File: src/rtl/game_pkg.sv
// Shared types and constants for the doodle game frame sequencer.
package game_pkg;

    typedef enum logic [2:0] {
        IDLE   = 3'd0,
        PLAY   = 3'd1,
        SCROLL = 3'd2,
        DEAD   = 3'd3,
        PAUSE  = 3'd4
    } state_t;

    localparam logic [7:0] START_KEY = 8'h2C;
    localparam logic [7:0] PAUSE_KEY = 8'h13;

    typedef logic [3:0] bcd_digit_t;

endpackage

File: src/rtl/bcd_score_counter.sv
// Four-digit BCD score that drains a pending-point accumulator one point per clock,
// saturating at 9999.
module bcd_score_counter
    import game_pkg::*;
(
    input  logic        Clk,
    input  logic        Reset_n,
    input  logic        clear,
    input  logic        load,
    input  logic [9:0]  load_amt,
    input  logic        freeze,
    output logic [15:0] score_bcd,
    output logic        busy
);

    logic [10:0] acc;
    logic [10:0] acc_next;
    logic [10:0] add_amt;
    logic        dec;
    logic        sat;

    function automatic logic [15:0] bcd_inc(input logic [15:0] v);
        logic [15:0] r;
        logic        carry;
        bcd_digit_t  d;
        r     = v;
        carry = 1'b1;
        for (int i = 0; i < 4; i++) begin
            d = v[4*i +: 4];
            if (carry) begin
                if (d == 4'd9) begin
                    r[4*i +: 4] = 4'd0;
                end else begin
                    r[4*i +: 4] = d + 4'd1;
                    carry       = 1'b0;
                end
            end
        end
        return r;
    endfunction

    assign sat  = (score_bcd == 16'h9999);
    assign busy = (acc != 11'd0) && !sat;

    // A load landing while points are still draining stacks onto the remainder.
    always_comb begin
        dec      = (acc != 11'd0) && !freeze && !sat;
        add_amt  = (load && !sat) ? {1'b0, load_amt} : 11'd0;
        acc_next = acc - {10'd0, dec} + add_amt;
    end

    always_ff @(posedge Clk or negedge Reset_n) begin
        if (!Reset_n) begin
            score_bcd <= 16'h0000;
            acc       <= 11'd0;
        end else if (clear) begin
            score_bcd <= 16'h0000;
            acc       <= 11'd0;
        end else if (sat) begin
            acc <= 11'd0;
        end else begin
            acc <= acc_next;
            if (dec) begin
                score_bcd <= bcd_inc(score_bcd);
            end
        end
    end

endmodule

File: src/rtl/game_sequencer.sv
// Frame-level game controller: VSYNC sync, physics strobe, game FSM, scroll and score.
// Optional pause support is enabled by defining GAME_SEQ_PAUSE_EN.
module game_sequencer
    import game_pkg::*;
#(
    parameter logic [9:0] SCROLL_LINE = 10'd160,
    parameter logic [9:0] BOTTOM_Y    = 10'd479,
    parameter logic [9:0] MAX_SCROLL  = 10'd16,
    parameter logic [7:0] OVER_FRAMES = 8'd120
)(
    input  logic        Clk,
    input  logic        Reset_n,
    input  logic        frame_clk,
    input  logic [7:0]  keycode,
    input  logic [9:0]  DoodleY,
    input  logic        rising,
    output logic        frame_tick,
    output logic [9:0]  scroll_amt,
    output logic [2:0]  outstate,
    output logic [15:0] score_bcd,
    output logic        busy
);

    localparam logic [2:0] ST_IDLE   = IDLE;
    localparam logic [2:0] ST_PLAY   = PLAY;
    localparam logic [2:0] ST_SCROLL = SCROLL;
    localparam logic [2:0] ST_DEAD   = DEAD;

    logic       fsync_q1, fsync_q2, fsync_q3;
    logic       frame_evt;
    logic [7:0] key_prev;
    logic       start_evt;

    logic [2:0] state, state_next;
    logic [9:0] pending, pending_next;
    logic [7:0] over_cnt, over_cnt_next;
    logic       tick_next;
    logic [9:0] scroll_next;
    logic [9:0] diff, clamp;
    logic       score_clear, score_load, score_freeze;

    assign frame_evt = fsync_q2 && !fsync_q3;
    assign start_evt = (keycode == START_KEY) && (key_prev != START_KEY);
    assign outstate  = state;

    always_comb begin
        diff  = SCROLL_LINE - DoodleY;
        clamp = (diff > MAX_SCROLL) ? MAX_SCROLL : diff;
    end

`ifdef GAME_SEQ_PAUSE_EN
    localparam logic [2:0] ST_PAUSE = PAUSE;
    logic       pause_evt;
    logic [2:0] resume_state, resume_next;
    assign pause_evt    = (keycode == PAUSE_KEY) && (key_prev != PAUSE_KEY);
    assign score_freeze = (state == ST_PAUSE);
`else
    assign score_freeze = 1'b0;
`endif

    // scroll_amt is meaningful only in the cycle frame_tick is high; zero otherwise.
    always_comb begin
        state_next    = state;
        pending_next  = pending;
        over_cnt_next = over_cnt;
        tick_next     = 1'b0;
        scroll_next   = 10'd0;
        score_clear   = 1'b0;
        score_load    = 1'b0;
`ifdef GAME_SEQ_PAUSE_EN
        resume_next   = resume_state;
`endif
        case (state)
            ST_IDLE: begin
                if (start_evt) begin
                    state_next   = ST_PLAY;
                    score_clear  = 1'b1;
                    pending_next = 10'd0;
                end
            end
            ST_PLAY: begin
                if (frame_evt) begin
                    tick_next = 1'b1;
                    if (DoodleY >= BOTTOM_Y) begin
                        state_next    = ST_DEAD;
                        over_cnt_next = 8'd0;
                    end else if (rising && (DoodleY < SCROLL_LINE)) begin
                        state_next   = ST_SCROLL;
                        pending_next = clamp;
                    end
                end
`ifdef GAME_SEQ_PAUSE_EN
                else if (pause_evt) begin
                    resume_next = ST_PLAY;
                    state_next  = ST_PAUSE;
                end
`endif
            end
            ST_SCROLL: begin
                if (frame_evt) begin
                    tick_next    = 1'b1;
                    scroll_next  = pending;
                    score_load   = 1'b1;
                    pending_next = 10'd0;
                    state_next   = ST_PLAY;
                end
`ifdef GAME_SEQ_PAUSE_EN
                else if (pause_evt) begin
                    resume_next = ST_SCROLL;
                    state_next  = ST_PAUSE;
                end
`endif
            end
            ST_DEAD: begin
                if (frame_evt) begin
                    if (over_cnt == OVER_FRAMES - 8'd1) begin
                        state_next    = ST_IDLE;
                        over_cnt_next = 8'd0;
                    end else begin
                        over_cnt_next = over_cnt + 8'd1;
                    end
                end
            end
`ifdef GAME_SEQ_PAUSE_EN
            ST_PAUSE: begin
                if (pause_evt) begin
                    state_next = resume_state;
                end
            end
`endif
            default: state_next = ST_IDLE;
        endcase
    end

    always_ff @(posedge Clk or negedge Reset_n) begin
        if (!Reset_n) begin
            fsync_q1   <= 1'b0;
            fsync_q2   <= 1'b0;
            fsync_q3   <= 1'b0;
            key_prev   <= 8'h00;
            state      <= ST_IDLE;
            pending    <= 10'd0;
            over_cnt   <= 8'd0;
            frame_tick <= 1'b0;
            scroll_amt <= 10'd0;
        end else begin
            fsync_q1   <= frame_clk;
            fsync_q2   <= fsync_q1;
            fsync_q3   <= fsync_q2;
            key_prev   <= keycode;
            state      <= state_next;
            pending    <= pending_next;
            over_cnt   <= over_cnt_next;
            frame_tick <= tick_next;
            scroll_amt <= scroll_next;
        end
    end

`ifdef GAME_SEQ_PAUSE_EN
    always_ff @(posedge Clk or negedge Reset_n) begin
        if (!Reset_n) begin
            resume_state <= ST_PLAY;
        end else begin
            resume_state <= resume_next;
        end
    end
`endif

    bcd_score_counter u_score (
        .Clk       (Clk),
        .Reset_n   (Reset_n),
        .clear     (score_clear),
        .load      (score_load),
        .load_amt  (scroll_next),
        .freeze    (score_freeze),
        .score_bcd (score_bcd),
        .busy      (busy)
    );

endmodule

File: config.mk
export PLATFORM = sky130hd
export DESIGN_NAME = game_sequencer
export DESIGN_NICKNAME = d
export VERILOG_FILES = /design/src/rtl/game_pkg.sv /design/src/rtl/bcd_score_counter.sv /design/src/rtl/game_sequencer.sv
export SDC_FILE = /design/constraint.sdc
export NUM_CORES = 1
export LEC_CHECK = 0
export ABC_CLOCK_PERIOD_IN_PS = 9500
export BUFFER_PORTS_ARGS = -buffer_cell sky130_fd_sc_hd__buf_4
export CORE_AREA = 2 2 103 105
export DETAILED_ROUTE_END_ITERATION = 7
export DIE_AREA = 0 0 105 107
export GPL_TIMING_DRIVEN = 0
export PLACE_DENSITY_LB_ADDON = 0.15
export SYNTH_ARGS = -nofsm -noshare
export SYNTH_HDL_FRONTEND = slang
export SYNTH_SLANG_ARGS = --single-unit
File: constraint.sdc
create_clock -name Clk -period 9.5 [get_ports Clk]
set_input_delay 1.425 -clock Clk [delete_from_list [all_inputs] [get_ports Clk]]
set_output_delay 1.425 -clock Clk [all_outputs]
set_load 0.01 [all_outputs]
==> impl_metrics.ini <==
[setup_path]
cp.required_ns = 9.73
cp.depth = 13
path_buf_inv = 2
crit_top_cell = ha_1
arrival_ns = 4.04
path_max_fanout = 10
path_cells = nor4bb_1 > nand4b_1 > clkbuf_1 > and2_1 > ha_1 > inv_1 > ha_1 > fa_1 > a21oi_1 > o2111ai_1 > a31oi_1 > xor2_1 > nor2_1
crit-reg2reg-launch = u_score.score_bcd[5]
reg2reg_slack_ns = 5.69
critPathTopFamily = simple AND/OR/NAND/NOR gates
max_stage_delay_ns = 0.47
r2r_end = u_score.acc[8]
cp_slowest_cell = dfrtp_1
end_kind = flip-flop
worst_r2r_path_depth = 13
start_kind = flip-flop
path_class = reg2reg

[logic_synthesis]
synth_cell_types = 60
syn_nets = 457
yosysWarnings = 0
yosysSeqAreaShare_pct = 44.0
ys_seq_elements = 69
syn_inst = 406
synthArstFlopShare_pct = 100
avgSynthCellArea_um2 = 9.66
ys.flop_type = dfrtp_1
synth_edf_count = 0
synth.cell_area_um2 = 3920

[hold_path]
hold_path_startpoint = fsync_q1
hold-path-cell-count = 0
hold_path.class = reg2reg
holdPathEnd = fsync_q2

[floorplan]
die-area_um2 = 11200
row_count = 37
fp.dieH_um = 107
initial_core_util_pct = 38.9
die_x_um = 105
coreArea_um2 = 10100
io_pins = 53

[sta]
post-route-period-util_pct = 40.1
finalSetupTns_ns = 0
setup_viol = 0
timing.final.ws_setup_ns = 5.69
worstMarginPinSlew_ns = 1.11
slew_viol_final = 0
fin_skew_ns = 0.0125
slew_headroom_pct = 24.9
layout_min_cycle_time_ns = 3.81
finalHoldViolCount = 0
fmax_ghz = 0.262
rsz0062_at_grt = false

[global_route]
grt_max_degree = 70
grt_overflow = 0
grt_usage_pct = 16.1
grt_pass1_wl_um = 14400
grt_pass1_vias = 3032
antenna_found_initial = 0

[clock_tree]
hold_buffers = 0
numCtsBuffers = 9
cts_max_path_buffers = 2
cts_setup_buffers = 0
clk_latency_ns = 0.36
htree_num_levels = 3
cts.sinks = 69
cts_tree = yes
root_buffer = clkbuf_8
cts-resized-gates = 0
clk_pin_slew_ns = 0.07

[routing]
via_per_inst = 5.08
wl_per_cell_um = 14.2
num_vias = 3089
antenna_left = 0
drc = 0
drt-initial-drc-count = 114
finalWirelength_um = 8610
dr.pass1.iters = 5

[placed_design]
pre_cts_ws_ns = 5.73
io_buffers = 50
place_congestion = 0.853
dp_hpwl_um = 6260

[final_layout]
nNetsFinal = 518
num-fill-cells = 999
syn_to_final_growth_pct = 18.8
mostFrequentLayoutCells = dfrtp_1 (69), buf_4 (51), inv_1 (43), nor2_1 (30), ha_1 (28)
fin_util_pct = 46.2
diodes = 0
final_common_cell = dfrtp_1
drive_gt1_share_pct = 16.3

[status]
status = finished, final reports clean

[pwr]
p_leak_nw = 2.18
powerDensity_nw_per_um2 = 287
peakVddDrop_uv = 108
power_mw = 1.34

[flow_run]
max_cap_violations = 0
layout make-up:
class	count	area, µm²	area share, %
Timing Repair Buffer	50	375	8.05
Clock inverter	4	47.5	1.02
Multi-Input combinational cell	282	1980	42.5
Buffer	12	52.6	1.13
Inverter	43	161	3.46
Tap cell	136	170	3.65
Sequential cell	69	1730	37.0
Clock buffer	12	145	3.11
cells by family after synthesis:
| kind of cell | after synthesis | synth area share (%) |
|---|---|---|
| mux | 3 | 0.797 |
| compound gates | 78 | 14.1 |
| other cells | 1 | 0.0956 |
| buf+inv | 55 | 5.45 |
| flops | 69 | 44.0 |
| fa+ha+maj | 29 | 9.44 |
| simple gates | 155 | 22.5 |
| xor+xnor | 16 | 3.57 |
routing by layer:
| layer | global-route usage, % | up-vias | wire length (µm) |
|---|---|---|---|
| met3 | 3.89 | 6 | 342 |
| met4 | 5.71 | 0 | 85 |
| met5 | 0 | - | 0 |
| met2 | 25.9 | 62 | 3940 |
| li1 | - | 1553 | - |
| met1 | 21.3 | 1468 | 4240 |
synthesized netlist by cell type, drive strengths merged, types with 4 or more instances:
master,instances,area [µm²]
a211o,4,35.0
a211oi,4,42.5
a21oi,15,75.1
and2,18,113
and3,10,62.6
clkbuf,9,35.0
dfrtp,69,1730
ha,28,350
inv,43,161
nand2,25,93.8
nand3,11,55.1
nand4,11,68.8
nor2,30,113
nor2b,10,62.6
nor3,4,20.0
o21ai,20,100
o2bb2ai,4,35.0
o31ai,6,50.1
or3,6,37.5
xnor2,7,61.3
xor2,9,78.8
worst max path at each step:
stage	start	to	slack, ns
finish	u_score.score_bcd[5]	u_score.acc[8]	5.69
global route	u_score.score_bcd[5]	u_score.acc[8]	5.41
CTS	u_score.score_bcd[5]	u_score.acc[10]	5.71
detailed placement	u_score.score_bcd[5]	u_score.acc[8]	5.73
global placement	u_score.score_bcd[5]	u_score.acc[8]	5.72
floorplan	u_score.score_bcd[5]	u_score.acc[8]	6.21
flip-flops by register name, summed over array words and instances, names as in the netlist:
name	cells
frame_tick	1
u_score.score_bcd	16
pending	10
u_score.acc	11
scroll_amt	10
fsync_q3	1
fsync_q1	1
outstate	2
fsync_q2	1
key_prev	8
over_cnt	8
power breakdown:
group          switching, mW  internal (mW)
combinational          0.349          0.296
clock                  0.115          0.128
sequential            0.0757          0.373
total                  0.539          0.797
worst reg2reg max path: stages, from the launching register on:
cell       delay, ns
dfrtp_1         0.47
nor4bb_1        0.43
nand4b_1        0.34
clkbuf_1        0.31
and2_1          0.24
ha_1            0.28
inv_1           0.04
ha_1            0.23
fa_1            0.41
a21oi_1         0.29
o2111ai_1       0.20
a31oi_1         0.22
xor2_1          0.17
nor2_1          0.05
through the flow:
step	cell area [µm²]	hold WS, ns	cells
6_report	4660	0.357	608
5_1_grt	4660	0.366	608
4_1_cts	4660	0.365	608
3_5_place_dp	4470	0.354	592
3_3_place_gp	4470	0.338	592
2_1_floorplan	3920	0.331	406
No activity file was read; power rests on OpenSTA's default activity.
